### config.mk
export PLATFORM = sky130hd
export DESIGN_NAME = hazard_stall_ctrl
export DESIGN_NICKNAME = d
export VERILOG_FILES = /design/src/rtl/hazard_stall_ctrl.sv
export SDC_FILE = /design/constraint.sdc
export NUM_CORES = 1
export LEC_CHECK = 0
export BUFFER_PORTS_ARGS = -buffer_cell sky130_fd_sc_hd__buf_2
export CAP_MARGIN = 20
export CELL_PAD_IN_SITES_DETAIL_PLACEMENT = 2
export CELL_PAD_IN_SITES_GLOBAL_PLACEMENT = 2
export CORE_MARGIN = 3
export CORE_UTILIZATION = 35
export CTS_CLUSTER_DIAMETER = 200
export DETAILED_ROUTE_END_ITERATION = 6
export GPL_TIMING_DRIVEN = 0
export PLACE_DENSITY_LB_ADDON = 0.1
export SYNTH_ARGS = -nofsm -noshare
export SYNTH_HDL_FRONTEND = slang
export SYNTH_SLANG_ARGS = --single-unit
### constraint.sdc
create_clock -name clk_i -period 2.95 [get_ports clk_i]
set_input_delay 0.295 -clock clk_i [delete_from_list [all_inputs] [get_ports clk_i]]
set_output_delay 0.295 -clock clk_i [all_outputs]
set_load 0.05 [all_outputs]
### src/rtl/hazard_stall_ctrl.sv
// Hazard and stall controller for the 5-stage core: load-use countdown, D-cache
// freeze, buffered branch flush and saturating debug counters.
module hazard_stall_ctrl #(
  parameter int LU_CYCLES = 1
) (
  input  logic        clk_i,
  input  logic        rst_i,
  input  logic        start_i,
  input  logic [4:0]  IFID_rs_i,
  input  logic [4:0]  IFID_rt_i,
  input  logic        IDEX_MemRead_i,
  input  logic [4:0]  IDEX_rt_i,
  input  logic        mem_stall_i,
  input  logic        branch_taken_i,
  output logic        PCWrite_o,
  output logic        IFIDWrite_o,
  output logic        IDEX_bubble_o,
  output logic        IFID_flush_o,
  output logic        pipe_freeze_o,
  output logic [31:0] stall_cnt_o,
  output logic [31:0] miss_cnt_o
);

  typedef enum logic [1:0] {
    IDLE = 2'd0,
    LU   = 2'd1,
    MEM  = 2'd2
  } state_t;

  localparam logic [2:0] LU_INIT = 3'(LU_CYCLES - 1);

  state_t     state_reg, state_next;
  logic [2:0] lu_cnt_reg, lu_cnt_next;
  logic       pending_flush_reg, pending_flush_next;
  logic       mem_seen_reg;

  logic run;
  logic hazard;
  logic freeze;

  // Gating with rst_i forces every output low while reset is held.
  assign run    = start_i & rst_i;
  assign hazard = run & IDEX_MemRead_i & (IDEX_rt_i != 5'd0) &
                  ((IDEX_rt_i == IFID_rs_i) | (IDEX_rt_i == IFID_rt_i));
  assign freeze = run & mem_stall_i;

  always_comb begin
    state_next         = state_reg;
    lu_cnt_next        = lu_cnt_reg;
    pending_flush_next = pending_flush_reg;
    PCWrite_o          = 1'b0;
    IFIDWrite_o        = 1'b0;
    IDEX_bubble_o      = 1'b0;
    IFID_flush_o       = 1'b0;
    pipe_freeze_o      = 1'b0;

    if (freeze) begin
      PCWrite_o     = 1'b1;
      IFIDWrite_o   = 1'b1;
      pipe_freeze_o = 1'b1;
      // An in-flight load-use countdown is paused, not abandoned.
      if (state_reg != LU) begin
        state_next = MEM;
      end
      if (branch_taken_i) begin
        pending_flush_next = 1'b1;
      end
    end else if (run && (state_reg == LU)) begin
      PCWrite_o     = 1'b1;
      IFIDWrite_o   = 1'b1;
      IDEX_bubble_o = 1'b1;
      lu_cnt_next   = lu_cnt_reg - 3'd1;
      if (lu_cnt_reg == 3'd1) begin
        state_next = IDLE;
      end
    end else if (hazard) begin
      PCWrite_o     = 1'b1;
      IFIDWrite_o   = 1'b1;
      IDEX_bubble_o = 1'b1;
      if (LU_CYCLES > 1) begin
        state_next  = LU;
        lu_cnt_next = LU_INIT;
      end else begin
        state_next = IDLE;
      end
    end else if (run) begin
      // MEM exit lands here too: the first unfrozen cycle behaves as IDLE.
      IFID_flush_o       = branch_taken_i | pending_flush_reg;
      pending_flush_next = 1'b0;
      state_next         = IDLE;
    end
  end

  always_ff @(posedge clk_i or negedge rst_i) begin
    if (!rst_i) begin
      state_reg         <= IDLE;
      lu_cnt_reg        <= 3'd0;
      pending_flush_reg <= 1'b0;
      mem_seen_reg      <= 1'b0;
    end else begin
      state_reg         <= state_next;
      lu_cnt_reg        <= lu_cnt_next;
      pending_flush_reg <= pending_flush_next;
      mem_seen_reg      <= freeze;
    end
  end

  // Counter 0 counts PC-hold cycles, counter 1 counts rising edges of freeze.
  logic [1:0] cnt_inc;
  assign cnt_inc[0] = PCWrite_o;
  assign cnt_inc[1] = freeze & ~mem_seen_reg;

  genvar gi;
  generate
    for (gi = 0; gi < 2; gi++) begin : g_cnt
      logic [31:0] cnt_reg;
      always_ff @(posedge clk_i or negedge rst_i) begin
        if (!rst_i) begin
          cnt_reg <= 32'd0;
        end else if (cnt_inc[gi] && (cnt_reg != 32'hFFFF_FFFF)) begin
          cnt_reg <= cnt_reg + 32'd1;
        end
      end
    end
  endgenerate

  assign stall_cnt_o = g_cnt[0].cnt_reg;
  assign miss_cnt_o  = g_cnt[1].cnt_reg;

endmodule

==> results.toml <==
[global_route]
grt_use_met2 = 0.323
grt_use_met1 = 0.230
gr-max-usage-layer = "met2"
overflow = 0
grt_use_met3 = 0.0494
grt_pass1_wl_um = 15300
grtUsageTotal = 0.186
grt_max_degree = 40
antenna_found_initial = 0
grt_pass1_vias = 2972

[synth]
ys_ff_latch = 66
synth_edf_count = 0
synth_top_area_share = 0.500
synth.avg_cell_area_um2 = 10.9
synth_nets = 325
synth_area_um2 = 3300
syn_inst = 302
yosys_warnings = 0
yosys.area.top_type = "dfrtp_1"
synthDistinctLibCells = 37
synth_flop_cell = "dfrtp_1"
synthTopCellsByArea = "dfrtp_1 50%, xnor2_1 15%, nand4_1 5.1%"
yosysSeqAreaShare = 0.500
ys_async_sr_fraction = 1.00

[sta]
slew_headroom = 0.485
fin_skew_ns = 0.0155
setup_viol = 0
rsz0062_at_grt = "no"
slew_viol_final = 0
period_minus_slack_ns = 2.81
max_freq_mhz = 355
period_share = 0.954
worst_pin_slew_ns = 0.766
timing.hold.ws_ns = 0.241
fin_setup_tns_ns = 0
hold_violations = 0

[setup_path]
cp-end-kind = "output pin"
crit_required_ns = 2.65
critical_path_class = "input port to output pin"
crit_path_top_delay_cell = "dlygate4sd3_1"
regToRegSetupSlack_ns = 0.75
reg2reg_to = "miss_cnt_o[1]"
critPathLaunchType = "input port"
r2r_cells = 5
worstPathCellList = "dlygate4sd3_1, buf_4, buf_12, nand3_1, and2_4, a21oi_4, buf_6, buf_4, buf_2"
crit_top_cell = "buf_4"
cp_slowest_stage_delay_ns = 0.53
crit_family = "buffers and inverters"
worstPathArrival_ns = 2.52
crit_fanout = 39
critical_path_buf_inv_count = 6
rr_startpoint = "miss_cnt_o[0]"

[clocking]
post_cts_resize_count = 0
cts_max_level = 3
clockBufferDepth = 2
clk_pin_slew_ns = 0.08
cts_buffers = 9
post_cts_buffers = 0
insertion_delay_ns = 0.35
cts.sinks = 66
cts_root_buffer = "clkbuf_8"
cts_tree = "built"

[floorplan]
start_util = 0.369
die_x_um = 103
die_h_um = 103
std_cell_rows = 34
ios = 90
core_area_um2 = 8930
fp.dieArea_um2 = 10600

[run]
cap_violations = 0

[cells_and_area]
finalInstanceArea_um2 = 4150
final_cells = 518
multi_input_area_um2 = 1590
area_delta_synth_final_pct = 25.8
nNetsFinal = 428
register_area_um2 = 1650
final_common_cell = "buf_2"
nFillCells = 988
drive_above_1_share = 0.295
final_cell_mix = "88 x buf_2, 66 x dfrtp_1, 55 x xnor2_1, 27 x nand4_1"
diodes = 0

[worst_hold_path]
hold_depth = 3
hold_end = "pending_flush_reg"
hold_class = "input port to flop"
hp-start = "mem_stall_i"

[placement]
dpl_cell_area_um2 = 3900
gp_congestion = 0.748
dpl.hpwl_um = 6750
place_inst = 500
io_buffers = 89

[route]
drt-initial-drc-count = 38
routed_wl_um = 9080
viasPerCell = 5.21
final_antenna_net_count = 0
route.detailed.drc = 0
drt-wirelength-per-cell_um = 17.5
dr.pass1.iters = 4
num_vias = 2697

[power_and_ir_drop]
peakVddDrop_mv = 0.200
finalPower_mw = 2.31
power_leakage_nw = 2.03
cellPowerDensity_nw_per_um2 = 558

[outcome]
status = "complete, no violations"
==> what timing repair did <==
action | CTS | global route
hold endpoints to repair | 32 | 0
endpoints found under the setup margin | 0 | 0
hold buffers | 2 | 0
==> tightest hold or removal path, cell delays in order <==
cell,delay [ns]
buf_2,0.12
a21oi_1,0.05
nor2_1,0.08
==> cells in the mapped netlist (2+ instances only) <==
cell type,instances
dfrtp_1,66
xnor2_1,55
nand4_1,27
nand2_1,23
nand3_1,23
and3_1,18
nor2_1,18
xor2_1,16
and4_1,7
nor3_1,6
and2_1,5
inv_1,4
a21oi_1,3
buf_6,3
nand4b_1,3
a31oi_1,2
ha_1,2
mux2_2,2
==> cells by family (layout without fill, tap and decap cells) <==
kind of cell | after synthesis | count (layout) | synth area share
flip-flops | 66 | 66 | 0.500
AND/OR/NAND/NOR | 141 | 141 | 0.248
multiplexers | 2 | 2 | 0.00682
adder cells (fa/ha/maj) | 2 | 2 | 0.00758
buffers and inverters | 9 | 117 | 0.0182
AO/OA/AOI/OAI | 11 | 11 | 0.0307
XOR/XNOR | 71 | 71 | 0.188
==> worst max-delay path by stage <==
stage / slack (ns) / to / cells past startpoint / from
2_1_floorplan: 0.08 / IFID_flush_o / 6 / IDEX_rt_i[1]
3_3_place_gp: -0.66 / PCWrite_o / 7 / rst_i
3_5_place_dp: 0.22 / miss_cnt_o[23] / 8 / rst_i
4_1_cts: 0.1 / PCWrite_o / 9 / rst_i
5_1_grt: 0.04 / PCWrite_o / 9 / rst_i
6_report: 0.14 / PCWrite_o / 9 / rst_i
==> metrics by stage <==
step	util	setup slack [ns]
2_1_floorplan	-	0.0794
3_5_place_dp	0.437	0.220
4_1_cts	0.465	0.0962
6_report	0.465	0.135
3_3_place_gp	0.434	-0.657
5_1_grt	0.465	0.0415
==> layer usage <==
layer	up-vias	share of wire
li1	1280	-
met1	1361	0.44
met2	49	0.51
met3	7	0.034
met4	0	0.0072
met5	-	0
==> report_power, final <==
group,total (mW),internal [mW],switching (mW)
clock,0.856,0.483,0.373
sequential,1.03,0.955,0.0735
combinational,0.430,0.119,0.311
total,2.31,1.56,0.757
==> final cells by class <==
type                    instances  share of cell area
well taps                     108              0.0325
multi-input cells             227               0.383
clock buffers                  11              0.0316
plain buffers                   5              0.0108
inverters                       4             0.00362
repair buffers                 92               0.120
clock inverters                 5              0.0208
flip-flops and latches         66               0.398
(Power assumes the default switching activity.)
